==> config.mk <==
export PLATFORM = sky130hd
export DESIGN_NAME = prog_clock_divider
export DESIGN_NICKNAME = d
export VERILOG_FILES = /design/src/rtl/clkdiv_pkg.sv /design/src/rtl/clkdiv_channel.sv /design/src/rtl/prog_clock_divider.sv
export SDC_FILE = /design/constraint.sdc
export NUM_CORES = 1
export LEC_CHECK = 0
export ABC_AREA = 1
export BUFFER_PORTS_ARGS = -buffer_cell sky130_fd_sc_hd__buf_2
export CAP_MARGIN = 20
export CORE_ASPECT_RATIO = 0.75
export CORE_UTILIZATION = 30
export CTS_BUF_LIST = sky130_fd_sc_hd__clkbuf_4 sky130_fd_sc_hd__clkbuf_8
export DETAILED_ROUTE_END_ITERATION = 16
export SYNTH_ARGS = -nofsm -noshare
export SYNTH_HDL_FRONTEND = slang
export SYNTH_HIERARCHICAL = 1
export SYNTH_SLANG_ARGS = --single-unit
export TNS_END_PERCENT = 5
==> constraint.sdc <==
create_clock -name clk -period 2 [get_ports clk]
set_input_delay 0.5 -clock clk [delete_from_list [all_inputs] [get_ports clk]]
set_output_delay 0.5 -clock clk [all_outputs]
set_load 0.1 [all_outputs]
==> src/rtl/clkdiv_pkg.sv <==
// Shared types and constants for the programmable clock divider.
package clkdiv_pkg;

  localparam int DEF_CNT_W = 8;
  localparam int DIV_STOP  = 0;

  typedef logic [DEF_CNT_W-1:0] div_t;

  typedef enum logic {
    SEL_IDLE    = 1'b0,
    SEL_PENDING = 1'b1
  } sel_state_e;

  function automatic int sel_w(input int n);
    return (n <= 2) ? 1 : $clog2(n);
  endfunction

endpackage

==> src/rtl/clkdiv_channel.sv <==
// One divider channel: counter, shadow/active ratio pair, dclk and wrap outputs.
// Define CLKDIV_DUTY50_EN for a near-50% dclk instead of a one-cycle pulse.
module clkdiv_channel
  import clkdiv_pkg::*;
#(
  parameter int CNT_W       = DEF_CNT_W,
  parameter int DEFAULT_DIV = 2
) (
  input  logic             clk,
  input  logic             rst,
  input  logic             en_i,
  input  logic             we_i,
  input  logic [CNT_W-1:0] wdata_i,
  output logic             dclk_o,
  output logic             wrap_o,
  output logic             wrap_now_o,
  output logic             stopped_o
);

  logic [CNT_W-1:0] cnt_q, cnt_d;
  logic [CNT_W-1:0] act_q, act_d;
  logic [CNT_W-1:0] shd_q, shd_d;
  logic             dclk_q, dclk_d;
  logic             wrap_q, wrap_d;
  logic             stopped;
  logic             at_end;

  // The incoming write is visible to a same-cycle wrap reload.
  assign shd_d   = we_i ? wdata_i : shd_q;
  assign stopped = (act_q == CNT_W'(DIV_STOP));
  assign at_end  = !stopped && (cnt_q == act_q - CNT_W'(1));

`ifdef CLKDIV_DUTY50_EN
  logic [CNT_W:0] half_hi;
  assign half_hi = ({1'b0, act_d} + (CNT_W+1)'(1)) >> 1;
`endif

  always_comb begin
    cnt_d  = cnt_q;
    act_d  = act_q;
    dclk_d = dclk_q;
    wrap_d = wrap_q;
    if (en_i) begin
      if (stopped) begin
        cnt_d  = '0;
        act_d  = shd_d;
        dclk_d = 1'b0;
        wrap_d = 1'b0;
      end else begin
        cnt_d  = at_end ? '0 : cnt_q + CNT_W'(1);
        wrap_d = at_end;
        if (at_end) begin
          act_d = shd_d;
        end
`ifdef CLKDIV_DUTY50_EN
        dclk_d = ({1'b0, cnt_d} < half_hi);
`else
        dclk_d = at_end;
`endif
      end
    end
  end

  always_ff @(posedge clk or negedge rst) begin
    if (!rst) begin
      cnt_q  <= '0;
      act_q  <= CNT_W'(DEFAULT_DIV);
      shd_q  <= CNT_W'(DEFAULT_DIV);
      dclk_q <= 1'b1;
      wrap_q <= 1'b1;
    end else begin
      cnt_q  <= cnt_d;
      act_q  <= act_d;
      shd_q  <= shd_d;
      dclk_q <= dclk_d;
      wrap_q <= wrap_d;
    end
  end

  assign dclk_o     = dclk_q;
  assign wrap_o     = wrap_q;
  assign wrap_now_o = en_i && at_end;
  assign stopped_o  = stopped;

endmodule

==> src/rtl/prog_clock_divider.sv <==
// Multi-channel programmable clock divider with glitch-safe output select.
// CLKDIV_DUTY50_EN (in clkdiv_channel) switches dclk to near-50% duty.
module prog_clock_divider
  import clkdiv_pkg::*;
#(
  parameter int  NUM_CH      = 4,
  parameter int  CNT_W       = DEF_CNT_W,
  parameter int  DEFAULT_DIV = 2,
  localparam int SEL_W       = sel_w(NUM_CH)
) (
  input  logic              clk,
  input  logic              rst,
  input  logic              en,
  input  logic              div_we,
  input  logic [SEL_W-1:0]  div_wsel,
  input  logic [CNT_W-1:0]  div_wdata,
  input  logic [SEL_W-1:0]  sel,
  output logic [NUM_CH-1:0] dclk_vec,
  output logic [NUM_CH-1:0] wrap_vec,
  output logic              dclk,
  output logic              sel_busy,
  output sel_state_e        sel_state
);

  logic [NUM_CH-1:0] ch_we;
  logic [NUM_CH-1:0] ch_wrap_now;
  logic [NUM_CH-1:0] ch_stopped;
  logic [SEL_W-1:0]  active_sel_q, active_sel_d;
  logic              sel_ok;

  for (genvar g = 0; g < NUM_CH; g++) begin : g_ch
    assign ch_we[g] = div_we && (div_wsel == SEL_W'(g));

    clkdiv_channel #(
      .CNT_W       (CNT_W),
      .DEFAULT_DIV (DEFAULT_DIV)
    ) u_ch (
      .clk        (clk),
      .rst        (rst),
      .en_i       (en),
      .we_i       (ch_we[g]),
      .wdata_i    (div_wdata),
      .dclk_o     (dclk_vec[g]),
      .wrap_o     (wrap_vec[g]),
      .wrap_now_o (ch_wrap_now[g]),
      .stopped_o  (ch_stopped[g])
    );
  end

  assign sel_ok = ({{(32-SEL_W){1'b0}}, sel} < 32'(NUM_CH));

  // Switch only on the active channel's period boundary so dclk never glitches.
  always_comb begin
    sel_state    = (sel != active_sel_q) ? SEL_PENDING : SEL_IDLE;
    active_sel_d = active_sel_q;
    if ((sel_state == SEL_PENDING) && sel_ok && en &&
        (ch_wrap_now[active_sel_q] || ch_stopped[active_sel_q])) begin
      active_sel_d = sel;
    end
  end

  always_ff @(posedge clk or negedge rst) begin
    if (!rst) begin
      active_sel_q <= '0;
    end else begin
      active_sel_q <= active_sel_d;
    end
  end

  assign dclk     = dclk_vec[active_sel_q];
  assign sel_busy = (sel != active_sel_q);

endmodule

==> load_flow_metrics.sql, run 1 <==
INSERT INTO impl_metrics (metric_group, metric, value, unit) VALUES
('routing', 'detail_route.wl_per_cell', '12.9', 'um'),
('global_route', 'gr-usage-met3', '2.73', '%'),
('yosys', 'syn_inst', '749', ''),
('placed_design', 'post-dp-hpwl', '10200', 'um'),
('sta', 'worst_slew_margin_relative_to_its_limit', '68.0', '%'),
('setup_path', 'crit_family', 'simple AND/OR/NAND/NOR gates', ''),
('flow_run', 'maxCapViolCount', '0', ''),
('power_and_ir_drop', 'power.total', '10200', 'uW'),
('setup_path', 'reg2reg_from', 'g_ch[0].u_ch/act_q[1]$_DFFE_PN1P_', ''),
('clock_tree', 'cts_num_sinks', '102', ''),
('placed_design', 'placed_cell_area', '0.00670', 'mm^2'),
('yosys', 'yosysUniqueCellTypes', '27', ''),
('setup_path', 'cp_slowest_stage_delay', '0.55', 'ns'),
('yosys', 'post_synth_instance_area', '0.00592', 'mm^2'),
('cells_and_area', 'postLayoutCoreUtil', '36.8', '%'),
('clock_tree', 'clock_tree_from_tritoncts', 'built', ''),
('clock_tree', 'cts_hold_buffers', '0', ''),
('global_route', 'gr-total-overflow', '0', ''),
('sta', 'layout_worst_path_cycle_share', '103', '%'),
('setup_path', 'critical_path_buf_inv_count', '2', ''),
('yosys', 'syn-num-nets', '777', ''),
('yosys', 'synthDominantCellAreaShare', '38.0', '%'),
('yosys', 'synth.avg_cell_area', '7.91', 'um^2'),
('die', 'die_ht', '124', 'um'),
('placed_design', 'gpl.final_weighted_congestion', '0.852', ''),
('global_route', 'busiest_layer', 'met1', ''),
('setup_path', 'timing.critical_path.cells', 'inv_2, ha_4, inv_2, nand2_1, nand2_1, nor2_2, nand3_1, nor2_1, nand3_2, nor2_2, nor2_1, nand2_1, nand2_2, nand2_2, nand2_2, o21bai_1, nand2_1', ''),
('yosys', 'yosys-top-cells-area', 'sky130_fd_sc_hd__dfrtp_1 38%, sky130_fd_sc_hd__nand2_1 14%, sky130_fd_sc_hd__mux2_2 6.1%, sky130_fd_sc_hd__nand3_1 5.9%, sky130_fd_sc_hd__dfstp_2 5.3%', ''),
('yosys', 'synth_warnings', '6', ''),
('power_and_ir_drop', 'worst_ir_drop_vdd', '1090', 'uV'),
('die', 'top_level_ports', '27', ''),
('cells_and_area', 'final_layout_size_suffix_gt1_share', '23.4', '%'),
('clock_tree', 'clockRootBuffer', 'sky130_fd_sc_hd__clkbuf_8', ''),
('power_and_ir_drop', 'static-leakage-power', '0.00356', 'uW'),
('setup_path', 'critical_path_required', '2.28', 'ns'),
('cells_and_area', 'antenna_cells', '0', ''),
('clock_tree', 'worst_setup_hold_path_clk_slew', '0.11', 'ns'),
('routing', 'route.vias.total', '4774', ''),
('global_route', 'grt_pass1_vias', '4585', ''),
('die', 'placeableCoreArea', '0.0193', 'mm^2'),
('run_status', 'violations', 'setup timing', ''),
('clock_tree', 'cts_max_path_buffers', '2', ''),
('sta', 'setup-tns-final', '-0.170', 'ns'),
('clock_tree', 'cts_inserted_buffers', '9', ''),
('setup_path', 'timing.critical_path.fanout_max', '2', ''),
('sta', 'grt_setup_unrepaired', 'true', ''),
('die', 'initial_utilization', '30.7', '%'),
('setup_path', 'critPathKind', 'reg -> reg', ''),
('clock_tree', 'worstSkewPairLatency', '0.38', 'ns'),
('global_route', 'grtUsageMet1', '22.5', '%'),
('sta', 'setup_viol', '8', ''),
('global_route', 'grt_first_pass_wirelength', '23500', 'um'),
('setup_path', 'critical_path.endpoint_type', 'register', ''),
('sta', 'finalWorstPathRequiredPeriod', '2.06', 'ns'),
('cells_and_area', 'syn2layout_area_growth', '19.9', '%'),
('sta', 'worstMarginPinSlew', '0.483', 'ns'),
('die', 'die_w', '164', 'um'),
('sta', 'postLayoutSetupSlackWorst', '-0.0605', 'ns'),
('power_and_ir_drop', 'power.density', '1440', 'mW/mm^2'),
('placed_design', 'place_worst_setup_slack', '-0.163', 'ns'),
('global_route', 'grt_start_max_net_pins', '56', ''),
('run_status', 'outcome', 'finished, violations left', ''),
('global_route', 'grt_use_total', '14.9', '%'),
('placed_design', 'buffer_ports.inserted', '26', ''),
('global_route', 'grt.met2_usage', '21.1', '%'),
('setup_path', 'cp-start-kind', 'register', ''),
('die', 'rows', '44', ''),
('routing', 'detail_route.vias_per_cell', '4.45', ''),
('setup_path', 'critical_path_arrival', '2.34', 'ns'),
('routing', 'dr.pass1.iters', '5', ''),
('yosys', 'seq_area_frac_synth', '43.3', '%');
==> per-stage QoR <==
step,std cells,hold slack [ns]
after floorplan,749,0.204
after global placement,1052,0.435
after detailed placement,1052,0.430
after CTS,1069,0.0108
after global routing,1072,0.0221
final,1072,0.0156
==> state kept, by name, summed over array words and instances (netlist names) <==
| register | flops |
|---|---|
| active_sel_q | 2 |
| g_ch.u_ch/shd_q | 32 |
| g_ch.u_ch/act_q | 32 |
| g_ch.u_ch/wrap_o | 4 |
| g_ch.u_ch/cnt_q | 32 |
==> logic make-up (layout without fill, tap and decap cells) <==
logic type               Yosys count  after routing  synth area share (%)
AO/OA/AOI/OAI                     47             47                  4.25
flip-flops                       102            102                  43.3
AND/OR/NAND/NOR                  405            405                  29.1
buffers and inverters            107            177                  8.20
adder cells (fa/ha/maj)           12             12                  2.53
XOR/XNOR                          44             44                  6.51
multiplexers                      32             32                  6.08
==> per-layer routing <==
metal	wire length, um	vias to the layer above
met5	0	-
met4	91	0
met3	513	6
met2	5820	62
met1	7460	2221
li1	-	2485
==> area by class of cell <==
class | count | area [um^2]
Clock buffer | 10 | 131
Clock inverter | 6 | 47.5
Fill cell | 1960 | 12200
Inverter | 82 | 310
Multi-Input combinational cell | 540 | 3040
Sequential cell | 102 | 2580
Tap cell | 253 | 317
Timing Repair Buffer | 79 | 673
==> synth_stat cells, drive strengths merged <==
library cell / count
xnor2: 16
nor3b: 4
nor2: 79
dfrtp: 90
ha: 12
a21boi: 4
inv: 82
nor3: 4
o22ai: 1
o21ai: 16
clkbuf: 8
nand3: 74
o21bai: 2
buf: 17
dfstp: 12
nand4: 6
a21oi: 24
nand2: 238
mux2: 32
xor2: 28
==> final timing paths <==
path / end / slack, ns / cells past startpoint
worst min-delay path: g_ch[1].u_ch/shd_q[4]$_DFF_PN0_ / 0.02 / 1
max in group asynchronous: g_ch[1].u_ch/wrap_o$_DFFE_PN1P_ / 1.32 / 2
min in group clk: active_sel_q[0]$_DFFE_PN0P_ / 0.39 / 3
worst max register to register: active_sel_q[1]$_DFFE_PN0P_ / -0.06 / 17
worst min register to register: g_ch[0].u_ch/shd_q[0]$_DFF_PN0_ / 0.51 / 1
worst max-delay path: active_sel_q[1]$_DFFE_PN0P_ / -0.06 / 17
==> worst register-to-register path, stage by stage (launching register included) <==
cell	delay [ns]
sky130_fd_sc_hd__dfstp_2	0.55
sky130_fd_sc_hd__inv_2	0.05
sky130_fd_sc_hd__ha_4	0.27
sky130_fd_sc_hd__inv_2	0.03
sky130_fd_sc_hd__nand2_1	0.04
sky130_fd_sc_hd__nand2_1	0.05
sky130_fd_sc_hd__nor2_2	0.07
sky130_fd_sc_hd__nand3_1	0.06
sky130_fd_sc_hd__nor2_1	0.11
sky130_fd_sc_hd__nand3_2	0.10
sky130_fd_sc_hd__nor2_2	0.09
sky130_fd_sc_hd__nor2_1	0.06
sky130_fd_sc_hd__nand2_1	0.07
sky130_fd_sc_hd__nand2_2	0.08
sky130_fd_sc_hd__nand2_2	0.08
sky130_fd_sc_hd__nand2_2	0.06
sky130_fd_sc_hd__o21bai_1	0.12
sky130_fd_sc_hd__nand2_1	0.06
==> placed cells by master (no fill, tap or decap), types with 16 or more instances in the layout <==
cell                      netlist  final
sky130_fd_sc_hd__nand3_1       70     68
sky130_fd_sc_hd__inv_1         81     72
sky130_fd_sc_hd__xor2_1        28     28
sky130_fd_sc_hd__dfrtp_1       90     89
sky130_fd_sc_hd__xnor2_1       16     16
sky130_fd_sc_hd__nor2_1        75     67
sky130_fd_sc_hd__nand2_1      228    222
sky130_fd_sc_hd__buf_4         13     47
sky130_fd_sc_hd__buf_2          0     17
sky130_fd_sc_hd__mux2_2        32     32
sky130_fd_sc_hd__a21oi_1       24     24
==> power breakdown <==
group	internal [uW]	switching [uW]
registers	2740	728
logic	2280	3210
clock network	474	770
==> what timing repair did <==
action,4_1_cts,5_1_grt
setup buffers,1,3
setup endpoints to repair,29,69
gates cloned,0,0
resized for setup,16,38
pin swaps,13,26
Note: power is estimated with default switching activity, not from simulation.
==> inputs of run 2 (changes only) <==
--- a/config.mk
+++ b/config.mk
@@ -8,10 +8,13 @@
 export ABC_AREA = 1
 export BUFFER_PORTS_ARGS = -buffer_cell sky130_fd_sc_hd__buf_2
 export CAP_MARGIN = 20
+export CELL_PAD_IN_SITES_DETAIL_PLACEMENT = 0
+export CELL_PAD_IN_SITES_GLOBAL_PLACEMENT = 1
 export CORE_ASPECT_RATIO = 0.75
 export CORE_UTILIZATION = 30
 export CTS_BUF_LIST = sky130_fd_sc_hd__clkbuf_4 sky130_fd_sc_hd__clkbuf_8
 export DETAILED_ROUTE_END_ITERATION = 16
+export PLACE_DENSITY_LB_ADDON = 0.1
 export SYNTH_ARGS = -nofsm -noshare
 export SYNTH_HDL_FRONTEND = slang
 export SYNTH_HIERARCHICAL = 1
==> constraint.sdc (replaced) <==
create_clock -name clk -period 2 [get_ports clk]
set_input_delay 0.5 -clock clk [delete_from_list [all_inputs] [get_ports clk]]
set_output_delay 0.5 -clock clk [all_outputs]
set_load 0.02 [all_outputs]
==> load_flow_metrics.sql, run 2 (synthesized netlist as in run 1, its figures left out) <==
INSERT INTO impl_metrics (metric_group, metric, value, unit) VALUES
('run_status', 'outcome', 'finished, violations left', ''),
('run_status', 'violations', 'setup timing', ''),
('sta', 'postLayoutSetupSlackWorst', '-0.0952', 'ns'),
('global_route', 'grt_start_max_net_pins', '34', ''),
('setup_path', 'critical_path_required', '2.27', 'ns'),
('routing', 'detail_route.wl_per_cell', '13.9', 'um'),
('cells_and_area', 'layout_common_cells', '224 x sky130_fd_sc_hd__nand2_1, 89 x sky130_fd_sc_hd__dfrtp_1, 73 x sky130_fd_sc_hd__inv_1, 73 x sky130_fd_sc_hd__nor2_1, 68 x sky130_fd_sc_hd__nand3_1', ''),
('clock_tree', 'worstSkewPairLatency', '0.38', 'ns'),
('setup_path', 'regToRegSetupSlack', '-0.1', 'ns'),
('global_route', 'grt_pass1_vias', '4885', ''),
('global_route', 'grt_use_total', '16.2', '%'),
('die', 'die_ht', '124', 'um'),
('placed_design', 'post-dp-hpwl', '11200', 'um'),
('sta', 'clock-skew-final', '0.0125', 'ns'),
('sta', 'grt_setup_unrepaired', 'true', ''),
('clock_tree', 'cts_hold_buffers', '0', ''),
('die', 'placeableCoreArea', '0.0193', 'mm^2'),
('power_and_ir_drop', 'pwr-share-clk', '14.3', '%'),
('setup_path', 'r2r_cells', '17', ''),
('clock_tree', 'worst_setup_hold_path_clk_slew', '0.10', 'ns'),
('setup_path', 'critPathKind', 'reg -> reg', ''),
('die', 'rows', '44', ''),
('setup_path', 'reg2reg_from', 'g_ch[1].u_ch/act_q[1]$_DFFE_PN1P_', ''),
('clock_tree', 'cts_max_path_buffers', '2', ''),
('power_and_ir_drop', 'total_internal_power', '5560', 'uW'),
('hold_path', 'hp-class', 'in -> async', ''),
('sta', 'layout_worst_path_cycle_share', '105', '%'),
('routing', 'detailedRoute.firstIterationViolations', '216', ''),
('power_and_ir_drop', 'seqPwrFrac', '35.4', '%'),
('clock_tree', 'cts_num_sinks', '102', ''),
('sta', 'worst_slew_margin_relative_to_its_limit', '64.9', '%'),
('die', 'initial_utilization', '30.7', '%'),
('routing', 'detail_route.vias_per_cell', '4.52', ''),
('cells_and_area', 'nets', '847', ''),
('global_route', 'grt_first_pass_wirelength', '25000', 'um'),
('global_route', 'gr-total-overflow', '0', ''),
('power_and_ir_drop', 'switching_fraction', '43.0', '%'),
('power_and_ir_drop', 'comb_power_share', '50.3', '%'),
('setup_path', 'cp-start-kind', 'register', ''),
('sta', 'worstMarginPinSlew', '0.526', 'ns'),
('flow_run', 'maxCapViolCount', '0', ''),
('sta', 'setup-tns-final', '-0.164', 'ns'),
('power_and_ir_drop', 'power.total', '9760', 'uW'),
('routing', 'drt_drc_violations_left', '0', ''),
('cells_and_area', 'multi_input_area', '0.00298', 'mm^2'),
('die', 'die_w', '164', 'um'),
('die', 'top_level_ports', '27', ''),
('cells_and_area', 'layout.cells.most_common', 'sky130_fd_sc_hd__nand2_1', ''),
('sta', 'finalWorstPathRequiredPeriod', '2.10', 'ns'),
('global_route', 'antenna_found_initial', '0', ''),
('setup_path', 'worstSetupEndpoint', 'active_sel_q[1]$_DFFE_PN0P_', ''),
('cells_and_area', 'syn2layout_area_growth', '18.8', '%'),
('placed_design', 'gpl.final_weighted_congestion', '0.786', ''),
('cells_and_area', 'antenna_cells', '0', ''),
('routing', 'route.vias.total', '4871', ''),
('cells_and_area', 'largest_registers_ranked_by_flip_flop_count', 'g_ch.u_ch/act_q (32), g_ch.u_ch/cnt_q (32), g_ch.u_ch/shd_q (32)', ''),
('sta', 'timing_hold_violations_final', '0', ''),
('clock_tree', 'clock_tree_from_tritoncts', 'built', ''),
('cells_and_area', 'postLayoutCoreUtil', '36.4', '%'),
('clock_tree', 'cts_inserted_buffers', '9', ''),
('cells_and_area', 'fillerInstances', '2027', ''),
('setup_path', 'crit_path_start', 'g_ch[1].u_ch/act_q[1]$_DFFE_PN1P_', ''),
('cells_and_area', 'final_layout_size_suffix_gt1_share', '22.5', '%'),
('clock_tree', 'cts_htree_levels', '3', ''),
('sta', 'setup_viol', '2', ''),
('setup_path', 'critical_path_arrival', '2.37', 'ns'),
('sta', 'slew_violations', '0', ''),
('cells_and_area', 'final_cells', '1077', ''),
('placed_design', 'buffer_ports.inserted', '26', ''),
('routing', 'wirelength', '15000', 'um'),
('placed_design', 'place.detailed.instances', '1057', ''),
('die', 'dieArea', '0.0203', 'mm^2'),
('placed_design', 'place_worst_setup_slack', '-0.143', 'ns'),
('power_and_ir_drop', 'total_net_switching_power', '4200', 'uW'),
('setup_path', 'timing.critical_path.fanout_max', '2', ''),
('power_and_ir_drop', 'worst_ir_drop_vdd', '398', 'uV'),
('routing', 'antenna_left', '0', ''),
('routing', 'dr.pass1.iters', '5', ''),
('power_and_ir_drop', 'power.density', '1390', 'mW/mm^2'),
('sta', 'fmax', '477', 'MHz'),
('setup_path', 'timing.rr.end', 'active_sel_q[1]$_DFFE_PN0P_', ''),
('cells_and_area', 'final-seq-area', '0.00257', 'mm^2'),
('power_and_ir_drop', 'static-leakage-power', '0.00358', 'uW'),
('clock_tree', 'clockRootBuffer', 'sky130_fd_sc_hd__clkbuf_8', ''),
('setup_path', 'critical_path.endpoint_type', 'register', '');
[run 2: cell types whose count changed in the layout (fill, tap and decap cells not counted), moves of 3 or more]
| cell | previous run | this run |
|---|---|---|
| sky130_fd_sc_hd__buf_12 | 8 | 4 |
| sky130_fd_sc_hd__buf_2 | 17 | 24 |
| sky130_fd_sc_hd__clkinvlp_4 | 4 | 0 |
| sky130_fd_sc_hd__dfstp_2 | 8 | 12 |
| sky130_fd_sc_hd__dfstp_4 | 4 | 0 |
| sky130_fd_sc_hd__nor2_1 | 67 | 73 |
| sky130_fd_sc_hd__nor2_2 | 12 | 6 |
| sky130_fd_sc_hd__o21ai_0 | 12 | 15 |
[run 2: area by class of cell]
class                   instances  area share [%]
well taps                     253            4.50
flip-flops and latches        102            36.5
multi-input cells             540            42.3
clock inverters                 2           0.498
inverters                      82            4.41
repair buffers                 84            9.39
clock buffers                  14            2.38
[run 2: worst min-delay path by stage]
stage                                                    to  slack (ns)  cells past startpoint
after floorplan                 active_sel_q[0]$_DFFE_PN0P_        0.20                      0
after global placement      g_ch[0].u_ch/shd_q[5]$_DFF_PN0_        0.48                      1
after detailed placement    g_ch[0].u_ch/shd_q[3]$_DFF_PN0_        0.48                      1
after CTS                 g_ch[3].u_ch/cnt_q[1]$_DFFE_PN0P_        0.09                      1
after global routing      g_ch[3].u_ch/cnt_q[1]$_DFFE_PN0P_         0.1                      1
final                     g_ch[3].u_ch/cnt_q[1]$_DFFE_PN0P_        0.08                      1
[run 2: repair_timing]
item | 4_1_cts | 5_1_grt
setup buffers | 1 | 2
resized for setup | 17 | 18
cloned | 0 | 1
pin swaps | 21 | 16
endpoints found under the setup margin | 27 | 61
[run 2: critical path: stages, from the launching register on]
cell                       delay (ns)
sky130_fd_sc_hd__dfstp_2         0.55
sky130_fd_sc_hd__inv_2           0.05
sky130_fd_sc_hd__ha_4            0.26
sky130_fd_sc_hd__inv_2           0.03
sky130_fd_sc_hd__nand2_1         0.04
sky130_fd_sc_hd__nand2_1         0.05
sky130_fd_sc_hd__nor2_1          0.10
sky130_fd_sc_hd__nand3_1         0.07
sky130_fd_sc_hd__nor2_1          0.11
sky130_fd_sc_hd__nand3_2         0.11
sky130_fd_sc_hd__nor2_1          0.11
sky130_fd_sc_hd__inv_1           0.05
sky130_fd_sc_hd__nand3_2         0.05
sky130_fd_sc_hd__nand2_2         0.08
sky130_fd_sc_hd__nand2_2         0.07
sky130_fd_sc_hd__nand2_2         0.05
sky130_fd_sc_hd__o21bai_1        0.13
sky130_fd_sc_hd__nand2_1         0.08
[run 2: stage by stage]
step                hold WS [ns]  cell area [um^2]
floorplan                  0.204              5920
global placement           0.481              6650
detailed placement         0.484              6650
CTS                       0.0878              6930
global route              0.0971              7040
finish                    0.0834              7040
[run 2: power groups by stage]
stage	Sequential (uW)	Clock (uW)	Combinational, uW
finish	3450	1400	4910
global route	3570	1550	5650
CTS	3450	1480	4780
detailed placement	3470	0	4580
global placement	3470	0	4580
floorplan	3280	0	3290
[run 2: per-layer routing]
metal	vias up	routed length [um]	share of wire (%)	GRT usage, %
met1	2324	8090	54	23.7
met3	8	367	2.4	3.00
met5	-	0	0	0
met2	43	6430	43	24.4
li1	2496	-	-	-
met4	0	137	0.91	3.82
